`src/rtl/simon_round_ctrl.sv`:
```
// Round sequencer for the Simon cipher core: LOAD -> optional KEYGEN -> ROUND -> DONE.
// Optional macro SIMON_KEY_CACHE_EN keeps a key-valid flag so unchanged keys skip KEYGEN.
module simon_round_ctrl #(
   parameter int ROUNDS = 44,
   parameter int CW     = $clog2(ROUNDS)
) (
   input  logic          clk,
   input  logic          res_n,
   input  logic          start,
   input  logic          ctrl,
   input  logic          key_new,
   output logic          load,
   output logic          kg_en,
   output logic          kg_we,
   output logic [CW-1:0] kg_addr,
   output logic          rnd_en,
   output logic [CW-1:0] rk_addr,
   output logic          dec_mode,
   output logic          busy,
   output logic          done
);

   typedef enum logic [4:0] {
      S_IDLE   = 5'b00001,
      S_LOAD   = 5'b00010,
      S_KEYGEN = 5'b00100,
      S_ROUND  = 5'b01000,
      S_DONE   = 5'b10000
   } state_t;

   localparam logic [CW-1:0] LAST = CW'(ROUNDS - 1);

   state_t        state_q, state_d;
   logic [CW-1:0] cnt_q, cnt_d;
   logic          dec_q, dec_d;
   logic          need_kg;

`ifdef SIMON_KEY_CACHE_EN
   logic kn_q, kn_d;
   logic kv_q, kv_d;

   assign need_kg = kn_q | ~kv_q;
`else
   logic key_new_unused;

   assign key_new_unused = key_new;
   assign need_kg        = 1'b1;
`endif

   always_comb begin
      state_d = state_q;
      cnt_d   = cnt_q;
      dec_d   = dec_q;
`ifdef SIMON_KEY_CACHE_EN
      kn_d    = kn_q;
      kv_d    = kv_q;
`endif
      load    = 1'b0;
      kg_en   = 1'b0;
      kg_we   = 1'b0;
      kg_addr = '0;
      rnd_en  = 1'b0;
      rk_addr = '0;
      done    = 1'b0;
      unique case (state_q)
         S_IDLE: begin
            if (start) begin
               dec_d   = ctrl;
`ifdef SIMON_KEY_CACHE_EN
               kn_d    = key_new;
`endif
               state_d = S_LOAD;
            end
         end
         S_LOAD: begin
            load    = 1'b1;
            cnt_d   = '0;
            state_d = need_kg ? S_KEYGEN : S_ROUND;
         end
         S_KEYGEN: begin
            kg_en   = 1'b1;
            kg_we   = 1'b1;
            kg_addr = cnt_q;
            if (cnt_q == LAST) begin
               cnt_d   = '0;
`ifdef SIMON_KEY_CACHE_EN
               kv_d    = 1'b1;
`endif
               state_d = S_ROUND;
            end else begin
               cnt_d = cnt_q + 1'b1;
            end
         end
         S_ROUND: begin
            rnd_en = 1'b1;
            // decryption consumes the round keys in reverse order
            rk_addr = dec_q ? (LAST - cnt_q) : cnt_q;
            if (cnt_q == LAST) begin
               cnt_d   = '0;
               state_d = S_DONE;
            end else begin
               cnt_d = cnt_q + 1'b1;
            end
         end
         S_DONE: begin
            done    = 1'b1;
            state_d = S_IDLE;
         end
         default: state_d = S_IDLE;
      endcase
   end

   assign busy     = (state_q != S_IDLE);
   assign dec_mode = dec_q;

   always_ff @(posedge clk or negedge res_n) begin
      if (!res_n) begin
         state_q <= S_IDLE;
         cnt_q   <= '0;
         dec_q   <= 1'b0;
`ifdef SIMON_KEY_CACHE_EN
         kn_q    <= 1'b0;
         kv_q    <= 1'b0;
`endif
      end else begin
         state_q <= state_d;
         cnt_q   <= cnt_d;
         dec_q   <= dec_d;
`ifdef SIMON_KEY_CACHE_EN
         kn_q    <= kn_d;
         kv_q    <= kv_d;
`endif
      end
   end

endmodule

```
`config.mk`:
```
export PLATFORM = sky130hd
export DESIGN_NAME = simon_round_ctrl
export DESIGN_NICKNAME = d
export VERILOG_FILES = /design/src/rtl/simon_round_ctrl.sv
export SDC_FILE = /design/constraint.sdc
export NUM_CORES = 1
export LEC_CHECK = 0
export ABC_AREA = 0
export BUFFER_PORTS_ARGS = -buffer_cell sky130_fd_sc_hd__buf_2
export CORE_UTILIZATION = 44
export DETAILED_ROUTE_END_ITERATION = 10
export PLACE_DENSITY_LB_ADDON = 0.25
export SLEW_MARGIN = 15
export SYNTH_ARGS = -nofsm -noshare
export SYNTH_HDL_FRONTEND = slang
export SYNTH_SLANG_ARGS = --single-unit
```
`constraint.sdc`:
```
create_clock -name clk -period 1.9 [get_ports clk]
set_input_delay 0.57 -clock clk [delete_from_list [all_inputs] [get_ports clk]]
set_output_delay 0.57 -clock clk [all_outputs]
set_load 0.05 [all_outputs]
```
# Yosys cells after proc, flatten, opt, wreduce, memory -nomap -nowiden
# Cells that the tools add are included.
[classes]
n_mux = 13
n_eq_ne = 10
n_addsub = 2
n_reduce_logical = 4
[op_table]
columns = ["operator", "n"]
rows = [
  ["2-to-1 mux 6 bit", 4],
  ["case mux 5 bit (4 select lines)", 1],
  ["2-to-1 mux 5 bit", 3],
  ["case mux 6 bit (2 select lines)", 1],
  ["adder 6 x 1 -> 6 bit, second input constant", 1],
  ["equality test 6 bit, second input constant", 1],
  ["inequality test 2 bit, second input constant", 3],
  ["subtractor 6 bit, first input constant", 1],
  ["equality test 5 x 1 -> 1 bit, second input constant", 1],
  ["equality test 5 x 2 -> 1 bit, second input constant", 1],
  ["equality test 5 x 3 -> 1 bit, second input constant", 1],
  ["equality test 5 x 4 -> 1 bit, second input constant", 1],
  ["equality test 5 bit, second input constant", 1],
  ["inequality test 5 x 1 -> 1 bit, second input constant", 1],
  ["2-to-1 mux 1 bit", 4],
  ["AND reduction 3 bit", 1],
  ["AND reduction 2 bit", 1],
  ["nonzero test 2 bit", 1],
  ["OR reduction 2 bit", 1],
]
[word_totals]
input_bits = 5
regBits = 12
output_inout_bits = 19

# Longest topological paths before layout
[logic_depth]
word_depth = 3
depth_mapped = 5
ltp_nobuf = 5

# Least setup slack after synthesis
# OpenSTA, ideal clock, no wires.
[synth_path]
path_kind = "reg-to-output"
from = "register state_q[4]"
to = "output port kg_addr[0]"
stages_incl_launch_ff = 4
arrival_ns = 2.196
setup_slack_ns = -0.866
path_buffers = 0
path_cell_list = "dfrtp_1 or3_4 nor3b_2 and2_1"
[synth_between]
elab_chain_cells = 2
[synth_rtl]
columns = ["element", "line_no", "source"]
rows = [
  ["from (decl)", "33", "state_t state_q, state_d;"],
  ["from (signal assigned)", "126", "state_q <= state_d;"],
  ["equality test 5 x 3 -> 1 bit", "65", "unique case (state_q)"],
  ["2-to-1 mux 6 bit", "65", ""],
  ["to (decl)", "15", "output logic [CW-1:0] kg_addr,"],
]
# No other way between the ends.

# Worst setup path after layout
[layout_path]
from = "register state_q[4]"
to = "output port rk_addr[0]"
[layout_between]
elab_chain_cells = 2
[layout_rtl]
columns = ["element", "line_no", "source"]
rows = [
  ["equality test 5 x 4 -> 1 bit", "65", ""],
  ["2-to-1 mux 6 bit", "65", ""],
  ["to (decl)", "17", "output logic [CW-1:0] rk_addr,"],
]
# No other way between the ends.

==> summary.md <==
| Metric | Value |
|---|---|
| I/O Buffers | 22 |
| PD cells | between 900 and 1000 nW/µm² |
| RSZ-0062 raised after global routing | true |
| TritonCTS Buffers | 3 |
| Sequential fraction of the synthesis area | around 38% |
| H-tree depth | 1 |
| Synth cell types | 33 |
| Post-synth top cells | nor2_1 (12), dfrtp_1 (11), nand2_1 (9) |
| WS Path Type | flop to output pin |
| Number of synthesized flops with an enable pin | 0 |
| Post-Synth Simple-Gate Area | a little under 30% |
| Crit path launch type | flop |
| Gr ovfl total | 0 |
| Largest family of logic cells by synthesized area | simple AND/OR/NAND/NOR gates |
| MaxCap Viol Count | 0 |
| Drt first pass iters | 7 |
| Initial antenna violation count | 0 |
| Sink Count | 12 |
| Root Buffer | clkbuf_4 |
| CTS max path bufs | 2 |
| Max_slew headroom | 58.5% |
| Min-delay worst type | input pin to asynchronous set/reset pin |
| CP arrival | ~1.8 ns |
| Period utilization | 127% |
| Final hold slack | approximately 0.17 ns |
| Ys flop type | dfrtp_1 |
| Pwr Total | between 1 and 1.5 mW |
| Clk_skew | ~0.011 ns |
| Largest net degree at the start of global routing | 13 |
| First-pass GRT wire length | approximately 3300 µm |
| Leak | 0.634 nW |
| Synthesized area | approximately 780 µm² |
| Synth Area in Compound Gates | 7.66% |
| Cell with the most instances after synthesis | nor2_1 |
| Crit-path max FO | 8 |
| Worst Max-Slew Pin Slew | around 0.62 ns |
| Worst setup path startpoint | state_q[4]$_DFFE_PN0P_ |
| Die W | ~44 µm |
| Maximum VDD drop | between 900 and 1000 µV |
| Final ANT Viol Nets | 0 |
| Syn nets | 98 |
| Setup ws final | -0.511 ns |
| Hold buffer count at cts | 0 |
| Layout Area Growth over Synthesis | 70.7% |
| Layout cells sized above 1 | between 50% and 60% |
| Worst-skew pair later-pin latency | approximately 0.27 ns |
| Row count | 14 |
| GPL Wtd Cong | ~0.76 |
| Top cells by area, synth | dfrtp_1 (35%), ha_1 (6.4%), nor2_1 (5.7%) |
| Avg Inst Size Synth | around 8.8 µm² |
| Detail Placement HPWL | about 1400 µm |
| Worst-path clk slew | roughly 0.080 ns |
| Final #Nets | approximately 140 |
| Adder-Cell Fraction of Synth Area | approximately 6.4% |
| Final Hold Vio Count | 0 |
| Gr usage total | between 20% and 30% |
| DRT Wirelength | 2220 µm |
| Synth Warn # | 0 |
| Worst-case reg-to-reg path depth | 6 |
| CTS tree | done |
| #FFs+latches synth | 12 |
| Finished Core Util | between 80% and 90% |
| WL per Instance | between 15 and 20 µm |
| Vias | between 700 and 800 |
| Max Freq | between 400 and 500 MHz |
| Fin. max-slew vios | 0 |
| Synthesized instance count | just under 90 |
| Die Footprint | 1960 µm² |
| Synth Area in XOR/XNOR | between 7 and 8% |
| Required time worst endpoint | 1.33 ns |
| Top-area cell type share of the netlist area | between 30% and 40% |
| Period minus WS final | about 2.4 ns |
| Starting DRT DRC Count | 25 |
| Asr flop ratio synth | 100% |
| Starting Density | 49.8% |
| Mux share of post-synthesis cell area | under 10% |
| DRC Markers | 1 |
| Crit. End Element | output pin |
| FF-to-FF setup slack | approximately 0.22 ns |
| Number of global-route vias before repair | 745 |
| Critical R2R Launch | state_q[1]$_DFFE_PN0P_ |
| Status | finished, violations left |
| Violated checks | DRC, setup timing |
| Synth area leader | dfrtp_1 |
| FF-to-FF End | dec_mode$_DFFE_PN0P_ |
| Worst setup path end | rk_addr[0] |
| Boundary Pins | 24 |
| Die Y | between 40 and 50 µm |
| Ant. Diodes | 0 |
| Final setup fails | 18 |
| Via density | ~5.4 |
| Core ar. | around 1600 µm² |
==> layout make-up <==
| class | instances | area (µm²) |
|---|---|---|
| Timing Repair Buffer | 41 | 437 |
| Tap cell | 16 | 20.0 |
| Clock buffer | 4 | 26.3 |
| Multi-Input combinational cell | 67 | 523 |
| Fill cell | 79 | 238 |
| Sequential cell | 12 | 302 |
| Inverter | 5 | 31.3 |
==> flip-flops by register name (all words and copies together) (netlist names) <==
name,count
cnt_q,6
dec_mode,1
state_q,5
==> stage by stage <==
step	TNS (ns)	worst slack (ns)	std cells	instance area (µm²)
after floorplan	-4.96	-0.457	89	871
after detailed placement	-4.60	-0.353	135	1090
final	-7.43	-0.511	145	1340
after global routing	-8.17	-0.551	145	1340
after CTS	-6.95	-0.499	141	1290
after global placement	-4.20	-0.323	135	1090
==> placed cells by master (no fill, tap or decap), types with 2 or more instances in the layout <==
master,instances
and2_4,6
buf_12,3
buf_2,4
buf_4,15
buf_6,11
buf_8,8
clkbuf_4,3
dfrtp_1,11
ha_1,4
inv_1,4
nand2_1,9
nand3_1,3
nand4_1,2
nor2_1,4
nor2_2,2
nor2_4,6
o21ai_0,5
xnor2_1,5
xor2_1,2
==> where the power goes <==
group / switching [mW] / internal (mW) / total, mW
clock: 0.0804 / 0.0810 / 0.161
combinational: 0.417 / 0.324 / 0.741
sequential: 0.0664 / 0.317 / 0.384
==> routing by layer <==
layer / share of wire [%] / up-vias / track usage [%] / wire length [µm]
li1: - / 377 / - / -
met1: 40 / 385 / 27.2 / 877
met2: 56 / 24 / 44.1 / 1250
met3: 4.0 / 0 / 3.27 / 89
met4: 0 / 0 / 2.42 / 0
met5: 0 / - / 0 / 0
==> worst min-delay path by stage <==
stage                     start                      to  slack [ns]  cells past startpoint
after global routing      res_n    cnt_q[5]$_DFFE_PN0P_        0.18                      1
after floorplan           res_n    cnt_q[0]$_DFFE_PN0P_        0.27                      0
final                     res_n    cnt_q[2]$_DFFE_PN0P_        0.17                      1
after CTS                 res_n    cnt_q[5]$_DFFE_PN0P_        0.17                      1
after detailed placement  res_n  state_q[4]$_DFFE_PN0P_        0.46                      1
after global placement    res_n  state_q[1]$_DFFE_PN0P_        0.46                      1
==> critical path, cell delays in order (launching register included) <==
cell and delay, ns:
dfrtp_1 0.40, or3_4 0.38, or3b_4 0.39, buf_12 0.17, nor2_4 0.09, buf_6 0.16
==> kinds of logic (layout without fill, tap and decap cells) <==
logic type | count (synthesis) | in the layout
AO/OA/AOI/OAI | 10 | 10
XOR/XNOR | 7 | 7
adder cells (fa/ha/maj) | 4 | 4
buffers and inverters | 10 | 50
flip-flops | 12 | 12
multiplexers | 3 | 3
AND/OR/NAND/NOR | 43 | 43
==> repair_timing <==
action                                  CTS  global route
endpoints found under the setup margin   18            18
pin swaps                                 3             3
gates cloned                              0             0
setup buffers                             2             4
resized for setup                        46             6
Power figures use the tool's default switching activity.
